`config.mk`:
```
export PLATFORM = sky130hd
export DESIGN_NAME = uart_tx_sched
export DESIGN_NICKNAME = d
export VERILOG_FILES = /design/src/rtl/uart_pkg.sv /design/src/rtl/uart_rr_arbiter.sv /design/src/rtl/uart_tx_sched.sv
export SDC_FILE = /design/constraint.sdc
export NUM_CORES = 1
export LEC_CHECK = 0
export CORE_ASPECT_RATIO = 0.5
export CORE_MARGIN = 4
export CORE_UTILIZATION = 40
export DETAILED_ROUTE_END_ITERATION = 7
export PLACE_DENSITY = 0.82
export SYNTH_ARGS = -nofsm -noshare
export SYNTH_HDL_FRONTEND = slang
export SYNTH_SLANG_ARGS = --single-unit
```
`constraint.sdc`:
```
create_clock -name Clock -period 5.1 [get_ports Clock]
set_input_delay 1.02 -clock Clock [delete_from_list [all_inputs] [get_ports Clock]]
set_output_delay 1.02 -clock Clock [all_outputs]
set_load 0.01 [all_outputs]
```
`src/rtl/uart_pkg.sv`:
```
// uart_pkg: shared FSM encoding and line levels for the UART transmit scheduler.
// UART_TX_PARITY_EN adds the PARITY state to the encoding.
package uart_pkg;
  localparam logic LINE_IDLE = 1'b1;
  localparam logic LINE_START = 1'b0;
  localparam int DATA_W_DEF = 8;
`ifdef UART_TX_PARITY_EN
  typedef enum logic [2:0] {IDLE, WAIT_TICK, START, DATA, PARITY, STOP} tx_state_t;
`else
  typedef enum logic [2:0] {IDLE, WAIT_TICK, START, DATA, STOP} tx_state_t;
`endif
endpackage

```
`src/rtl/uart_rr_arbiter.sv`:
```
// uart_rr_arbiter: combinational round-robin pick of the first valid index at or after ptr.
module uart_rr_arbiter #(
  parameter int N = 4,
  localparam int IW = $clog2(N)
) (
  input  logic [N-1:0]  valid,
  input  logic [IW-1:0] ptr,
  output logic [IW-1:0] sel,
  output logic          any_valid
);
  logic [IW-1:0] idx;
  always_comb begin
    sel = '0;
    idx = '0;
    any_valid = |valid;
    // Scan farthest-first so the candidate nearest the pointer wins.
    for (int k = N - 1; k >= 0; k--) begin
      idx = IW'((int'(ptr) + k) % N);
      if (valid[idx]) sel = idx;
    end
  end
endmodule

```
`src/rtl/uart_tx_sched.sv`:
```
// uart_tx_sched: round-robin scheduler feeding one UART TX line, bit timing from TX_Clock edges.
// Define UART_TX_PARITY_EN to append an even-parity bit after the data bits.
module uart_tx_sched
  import uart_pkg::*;
#(
  parameter int NUM_REQ = 4,
  parameter int DATA_W = DATA_W_DEF,
  parameter int STOP_BITS = 1,
  localparam int IW = $clog2(NUM_REQ),
  localparam int CW = $clog2(DATA_W)
) (
  input  logic                      Clock,
  input  logic                      Reset_n,
  input  logic                      TX_Clock,
  input  logic [NUM_REQ-1:0]        Req_Valid,
  input  logic [NUM_REQ*DATA_W-1:0] Req_Data,
  output logic [NUM_REQ-1:0]        Req_Ready,
  output logic [IW-1:0]             Grant_Id,
  output logic                      TX,
  output logic                      Busy
);
  tx_state_t state, state_d;
  logic tx_clk_q, tick, any_valid, tx_d;
  logic [IW-1:0] ptr, ptr_d, sel, grant_d;
  logic [NUM_REQ-1:0] ready_d;
  logic [DATA_W-1:0] sh, sh_d;
  logic [CW-1:0] cnt, cnt_d;
`ifdef UART_TX_PARITY_EN
  logic par, par_d;
`endif

  assign tick = TX_Clock & ~tx_clk_q;
  assign Busy = state != IDLE;

  uart_rr_arbiter #(.N(NUM_REQ)) u_arb (
    .valid(Req_Valid),
    .ptr(ptr),
    .sel(sel),
    .any_valid(any_valid)
  );

  always_ff @(posedge Clock or negedge Reset_n) begin
    if (!Reset_n) begin
      state <= IDLE;
      tx_clk_q <= 1'b0;
      ptr <= '0;
      sh <= '0;
      cnt <= '0;
      TX <= LINE_IDLE;
      Req_Ready <= '0;
      Grant_Id <= '0;
`ifdef UART_TX_PARITY_EN
      par <= 1'b0;
`endif
    end else begin
      state <= state_d;
      tx_clk_q <= TX_Clock;
      ptr <= ptr_d;
      sh <= sh_d;
      cnt <= cnt_d;
      TX <= tx_d;
      Req_Ready <= ready_d;
      Grant_Id <= grant_d;
`ifdef UART_TX_PARITY_EN
      par <= par_d;
`endif
    end
  end

  always_comb begin
    state_d = state;
    tx_d = TX;
    ready_d = '0;
    grant_d = Grant_Id;
    ptr_d = ptr;
    sh_d = sh;
    cnt_d = cnt;
`ifdef UART_TX_PARITY_EN
    par_d = par;
`endif
    case (state)
      IDLE: if (any_valid) begin
        ready_d = NUM_REQ'(1) << sel;
        sh_d = Req_Data[sel*DATA_W +: DATA_W];
`ifdef UART_TX_PARITY_EN
        par_d = ^Req_Data[sel*DATA_W +: DATA_W];
`endif
        grant_d = sel;
        ptr_d = (sel == IW'(NUM_REQ - 1)) ? '0 : sel + 1'b1;
        state_d = WAIT_TICK;
      end
      WAIT_TICK: if (tick) begin
        tx_d = LINE_START;
        state_d = START;
      end
      START: if (tick) begin
        tx_d = sh[0];
        sh_d = sh >> 1;
        cnt_d = '0;
        state_d = DATA;
      end
      DATA: if (tick) begin
        if (cnt == CW'(DATA_W - 1)) begin
`ifdef UART_TX_PARITY_EN
          tx_d = par;
          state_d = PARITY;
`else
          tx_d = LINE_IDLE;
          cnt_d = '0;
          state_d = STOP;
`endif
        end else begin
          tx_d = sh[0];
          sh_d = sh >> 1;
          cnt_d = cnt + 1'b1;
        end
      end
`ifdef UART_TX_PARITY_EN
      PARITY: if (tick) begin
        tx_d = LINE_IDLE;
        cnt_d = '0;
        state_d = STOP;
      end
`endif
      STOP: if (tick) begin
        cnt_d = cnt + 1'b1;
        state_d = (cnt == CW'(STOP_BITS - 1)) ? IDLE : STOP;
      end
      default: state_d = IDLE;
    endcase
  end
endmodule

```
-- Yosys cells after proc, flatten, opt, wreduce, memory -nomap -nowiden
Cells that the tools add are included.
- flip-flop bits (word level): 24
- input bits: 39
- output and inout port bits: 8
- word-level logic and storage cells: 84
- add/subtract/negate cells: 5
- magnitude comparators: 4
- eq/ne operators: 13
- shift operators: 2
- muxes and demuxes: 38
- bitwise logic cells: 2
- reduce and logical (&&, ||, !) cells: 12
- operators with widths (cell ; number):
    2-to-1 mux 3 bit ; 11
    2-to-1 mux 8 bit ; 4
    indexed part select 32 x 6 -> 8 bit ; 1
    one-hot mux 8 bit (3 select lines) ; 1
    one-hot mux 3 bit (5 select lines) ; 1
    != test 2 bit, second input constant ; 7
    < comparator 2 x 3 -> 1 bit, second input constant ; 4
    nonzero test 3 bit ; 4
    2-to-1 mux 2 bit ; 5
    one-hot mux 3 bit (3 select lines) ; 1
    binary-select mux 1 bit (select 2 bit) ; 4
    2-to-1 mux 1 bit ; 8
    2-to-1 mux 4 bit ; 2
    AND reduction 4 bit ; 2
    equality test 3 x 2 -> 1 bit, second input constant ; 2
    equality test 3 bit, second input constant ; 2
    logical NOT 3 bit ; 2
    AND reduction 6 bit ; 1
    AND reduction 5 bit ; 1
    adder 2 x 1 -> 2 bit, second input constant ; 2
    adder 2 bit, second input constant ; 2
    OR reduction 4 bit ; 1
    left shift 1 x 2 -> 4 bit, first input constant ; 1
    adder 3 x 1 -> 3 bit, second input constant ; 1
    6 further kinds ; 6

-- Longest topological paths before layout
- word-level depth: 10
- mapped depth: 10
- depth with buffers taken out: 8

-- Modules after synthesis
Synthesis repeated with hierarchy kept, for this count alone.
- cells, all modules: 157
- area, all modules: 1519.0 µm²
- modules (own cells, without submodules) (module ; times used ; cells an instance ; area an instance (µm²) ; sequential area each (µm²)):
    uart_tx_sched ; 1 ; 144 ; 1441.4 ; 601.8
    uart_rr_arbiter ; 1 ; 13 ; 77.6 ; 0.0

-- Worst setup path after synthesis
No wires, ideal clock.
- kind: input to register
- start: input port Req_Valid[3]
- end: register sh[0]
- setup time: 126 ps
- data arrival time: 2432 ps
- required time: 4974 ps
- slack: 2542 ps
- cell stages on the path: 7
- path buffers: 2
- cells stage by stage: or4_1 -> a32oi_1 -> or2_1 -> buf_4 -> nor2_2 -> buf_6 -> a221o_1
- word-level cells in the longest chain between the ends: 9
- elaborated cells on any way between the ends: 18
- those cells by class: eq/ne: 1; shift: 1; mux: 14; reduce/logical: 2
- RTL lines (what ; line ; RTL):
    start, declared ; uart_tx_sched.sv:15 ; input logic [NUM_REQ-1:0] Req_Valid,
    binary-select mux 1 bit (select 2 bit) ; uart_rr_arbiter.sv:19 ; if (valid[idx]) sel = idx;
    2-to-1 mux 1 bit (not written as such) ; uart_rr_arbiter.sv:19 ;
    2-to-1 mux 2 bit (4 in series) ; uart_rr_arbiter.sv:19 ;
    indexed part select 32 x 6 -> 8 bit ; uart_tx_sched.sv:84 ; sh_d = Req_Data[sel*DATA_W +: DATA_W];
    2-to-1 mux 8 bit ; uart_tx_sched.sv:82 ; IDLE: if (any_valid) begin
    one-hot mux 8 bit (3 select lines) ; uart_tx_sched.sv:81 ; case (state)
    end signal, assigned ; uart_tx_sched.sv:47 ; sh <= '0;
    end signal, assigned ; uart_tx_sched.sv:59 ; sh <= sh_d;
    end, declared ; uart_tx_sched.sv:26 ; logic [DATA_W-1:0] sh, sh_d;
Several ways; a longest one is shown, not always the timed one. The select of a mux whose other input is x is not followed.
A chain may end at the register's enable or synchronous reset.

-- Worst setup path in the final report
- start: input port Req_Valid[1]
- end: register sh[3]
The elaborated chain is that of the path after synthesis.

==> results.py <==
metrics = {
    "timing": {
        "rsz0062_at_grt": "false",
        "fin_crit_ns": 3.25,
        "fin_crit_sh": 0.638,
        "fmax_mhz": 307,
        "fin_skew_ns": 0.00194,
        "slew_violations": 0,
        "setup_tns_ns": 0,
        "slew-limit-headroom": 0.180,
        "setup_viol": 0,
        "timing.final.hold_violations": 0,
        "worstMarginPinSlew_ns": 1.23,
    },
    "finish": {
        "design.final.nets": 234,
        "diodes": 0,
        "multi_input_comb_area_um2": 772,
        "drive_gt1_frac": 0.0579,
        "final_area_um2": 1990,
        "fill_cells": 320,
        "seq_area_um2": 602,
        "post-route-util": 0.575,
        "syn2layout_area_growth_pct": 37.4,
    },
    "logic_synthesis": {
        "synthFlopType": "dfrtp_1",
        "synth.cell_area_um2": 1450,
        "ys_ff_latch": 24,
        "ys_warn_count": 0,
        "async_flop_share": 1.00,
        "yosysUniqueCellTypes": 34,
        "yosysSeqAreaShare": 0.416,
        "syn-instance-count": 149,
        "syn-num-nets": 192,
        "syn_avg_cell_area_um2": 9.71,
        "synth_edf_count": 0,
    },
    "global_route": {
        "track_usage": 0.151,
        "grt_first_pass_wirelength_um": 5550,
        "antenna_found_initial": 0,
        "overflow": 0,
        "grt_max_degree": 25,
        "grt_pass1_vias": 1200,
    },
    "worst_setup_path": {
        "crit_top_cell": "mux2i_1",
        "r2r-start": "ptr[1]",
        "cp.arrival_ns": 3.40,
        "slowest_stage": "a2bb2oi_2",
        "rr_endpoint": "sh[3]",
        "worstSetupStartpointType": "input pin",
        "cp-end-kind": "flip-flop",
        "startpoint": "Req_Valid[1]",
        "rrSetupSlack_ns": 2.61,
        "reg2reg_depth": 6,
        "cp_max_fo": 18,
        "critPathKind": "in -> reg",
        "cp.required_ns": 5.25,
        "path_cells": "clkdlybuf4s50_1 -> nand3b_1 -> a2bb2oi_2 -> mux2i_1 -> mux2i_1 -> a221o_1",
        "endpoint": "sh[3]",
        "slowest_delay_ns": 0.96,
    },
    "run": {
        "cap_violations": 0,
    },
    "die": {
        "start_util": 0.419,
        "die-area_um2": 4700,
        "die_w_um": 93.0,
        "coreArea_um2": 3450,
        "die_h_um": 50.5,
        "io_pins": 47,
        "rows": 15,
    },
    "clock_network": {
        "cts_num_sinks": 24,
        "clk-insertion-delay-late_ns": 0.26,
        "numCtsBuffers": 3,
        "cts-root-buf": "clkbuf_8",
        "path_clk_slew_ns": 0.08,
        "post_cts_buffers": 0,
        "ctsResizeCount": 0,
        "ctsLongestPathBuffers": 2,
        "htreeDepth": 1,
        "ctsHoldBuffers": 0,
        "cts_tree": "done",
    },
    "detailed_routing": {
        "drt_iter0_markers": 69,
        "ant_nets": 0,
        "first_pass_iters": 4,
        "vias": 1259,
        "drc": 0,
        "viasPerCell": 5.22,
        "routed_wl_um": 3490,
        "wl_per_cell_um": 14.5,
    },
    "placed_design": {
        "place.gp.congestion": 0.763,
        "portBuffers": 46,
        "postPlaceCellArea_um2": 1930,
        "dp_hpwl_um": 2640,
    },
    "pwr": {
        "cellPowerDensity_nw_per_um2": 394,
        "p_sw_frac": 0.358,
        "p_clk_frac": 0.163,
        "power_uw": 784,
        "p_seq_frac": 0.394,
        "ir_worst_vdd_uv": 143,
        "p_leak_uw": 0.000850,
        "p_comb_frac": 0.442,
        "switchingPower_uw": 281,
        "p_int_uw": 503,
    },
    "status": {
        "status": "finished clean",
    },
    "hold_path": {
        "min_path_type": "reg -> reg",
    },
}
## Yosys cell counts (all sizes together), types with 2 or more instances
| cell type | instances | area (µm²) |
|---|---|---|
| a21oi | 7 | 35.0 |
| inv | 5 | 18.8 |
| nand2 | 23 | 86.3 |
| a221o | 8 | 80.1 |
| clkbuf | 5 | 18.8 |
| nor3b | 2 | 15.0 |
| dfrtp | 23 | 576 |
| nand3b | 2 | 15.0 |
| nand3 | 2 | 10.0 |
| nor2b | 2 | 12.5 |
| a211oi | 2 | 20.0 |
| nor3 | 2 | 10.0 |
| o21ai | 4 | 20.0 |
| mux2i | 25 | 250 |
| buf | 6 | 41.3 |
| ha | 4 | 50.1 |
| a22o | 3 | 26.3 |
| o31ai | 2 | 15.0 |
| nor2 | 11 | 43.8 |
## power by group through the flow
stage	Combinational [µW]	Sequential, µW	Clock [µW]
detailed placement	344	310	0
global placement	327	306	0
finish	347	309	128
CTS	348	308	132
global route	380	318	139
floorplan	253	291	0
## cells in the final DEF (no fill, tap or decap), types with 2 or more instances in the layout
cell type        count
a21oi_1              7
a221o_1              8
a22o_1               3
buf_4                2
clkbuf_8             4
clkdlybuf4s50_1     46
dfrtp_1             23
ha_1                 4
inv_1                5
mux2i_1             25
nand2_1             23
nand3_1              2
nand3b_1             2
nor2_1              10
nor2b_1              2
nor3_1               2
nor3b_1              2
o21ai_0              4
o31ai_1              2
## cell families (layout without fill, tap and decap cells)
logic type      count (synthesis)  count (layout)  synth area share
compound gates                 29              29             0.152
flops                          24              24             0.416
mux                            26              26             0.181
buf+inv                        16              57            0.0545
fa+ha+maj                       4               4            0.0346
simple gates                   50              50             0.162
## worst min path at each step
stage,start,to,cells after the start
finish,Grant_Id[0],Grant_Id[0],2
global route,sh[5],sh[5],1
global placement,Grant_Id[1],Grant_Id[1],2
detailed placement,Grant_Id[0],Grant_Id[0],2
CTS,Grant_Id[0],Grant_Id[0],2
floorplan,sh[7],sh[7],1
## stage by stage
stage               worst slack, ns  hold slack (ns)  std cells
finish                         1.85            0.506        241
global route                   1.71            0.532        241
CTS                            1.87            0.506        241
detailed placement             1.57            0.486        237
global placement               1.70            0.465        237
floorplan                      2.54            0.473        149
## per-layer routing
metal  vias to the layer above  track usage  wire [µm]
met5                         -            0          0
met4                         0       0.0438         59
met3                         8       0.0329        187
met2                        44        0.266       1820
met1                       593        0.187       1420
li1                        614            -          -
## area by class of cell
type / instances / area share
clock buffer: 4 / 0.0277
inverter: 5 / 0.00945
multi-input combinational: 109 / 0.389
sequential: 24 / 0.303
tap: 51 / 0.0321
timing repair buffer: 48 / 0.239
## sequential cells by signal, summed over array words and instances (netlist names)
name,cells
state,3
TX,1
Grant_Id,2
cnt,3
Req_Ready,4
sh,8
tx_clk_q,1
ptr,2
## critical path, delay by kind of cell
kind	cells	cell delay (ns)
AOI/OAI and AO/OA	2	1.30
and+or+nand+nor	1	0.21
muxes	2	0.40
buffers and inverters	1	0.48
No activity file was read; power rests on OpenSTA's default activity.
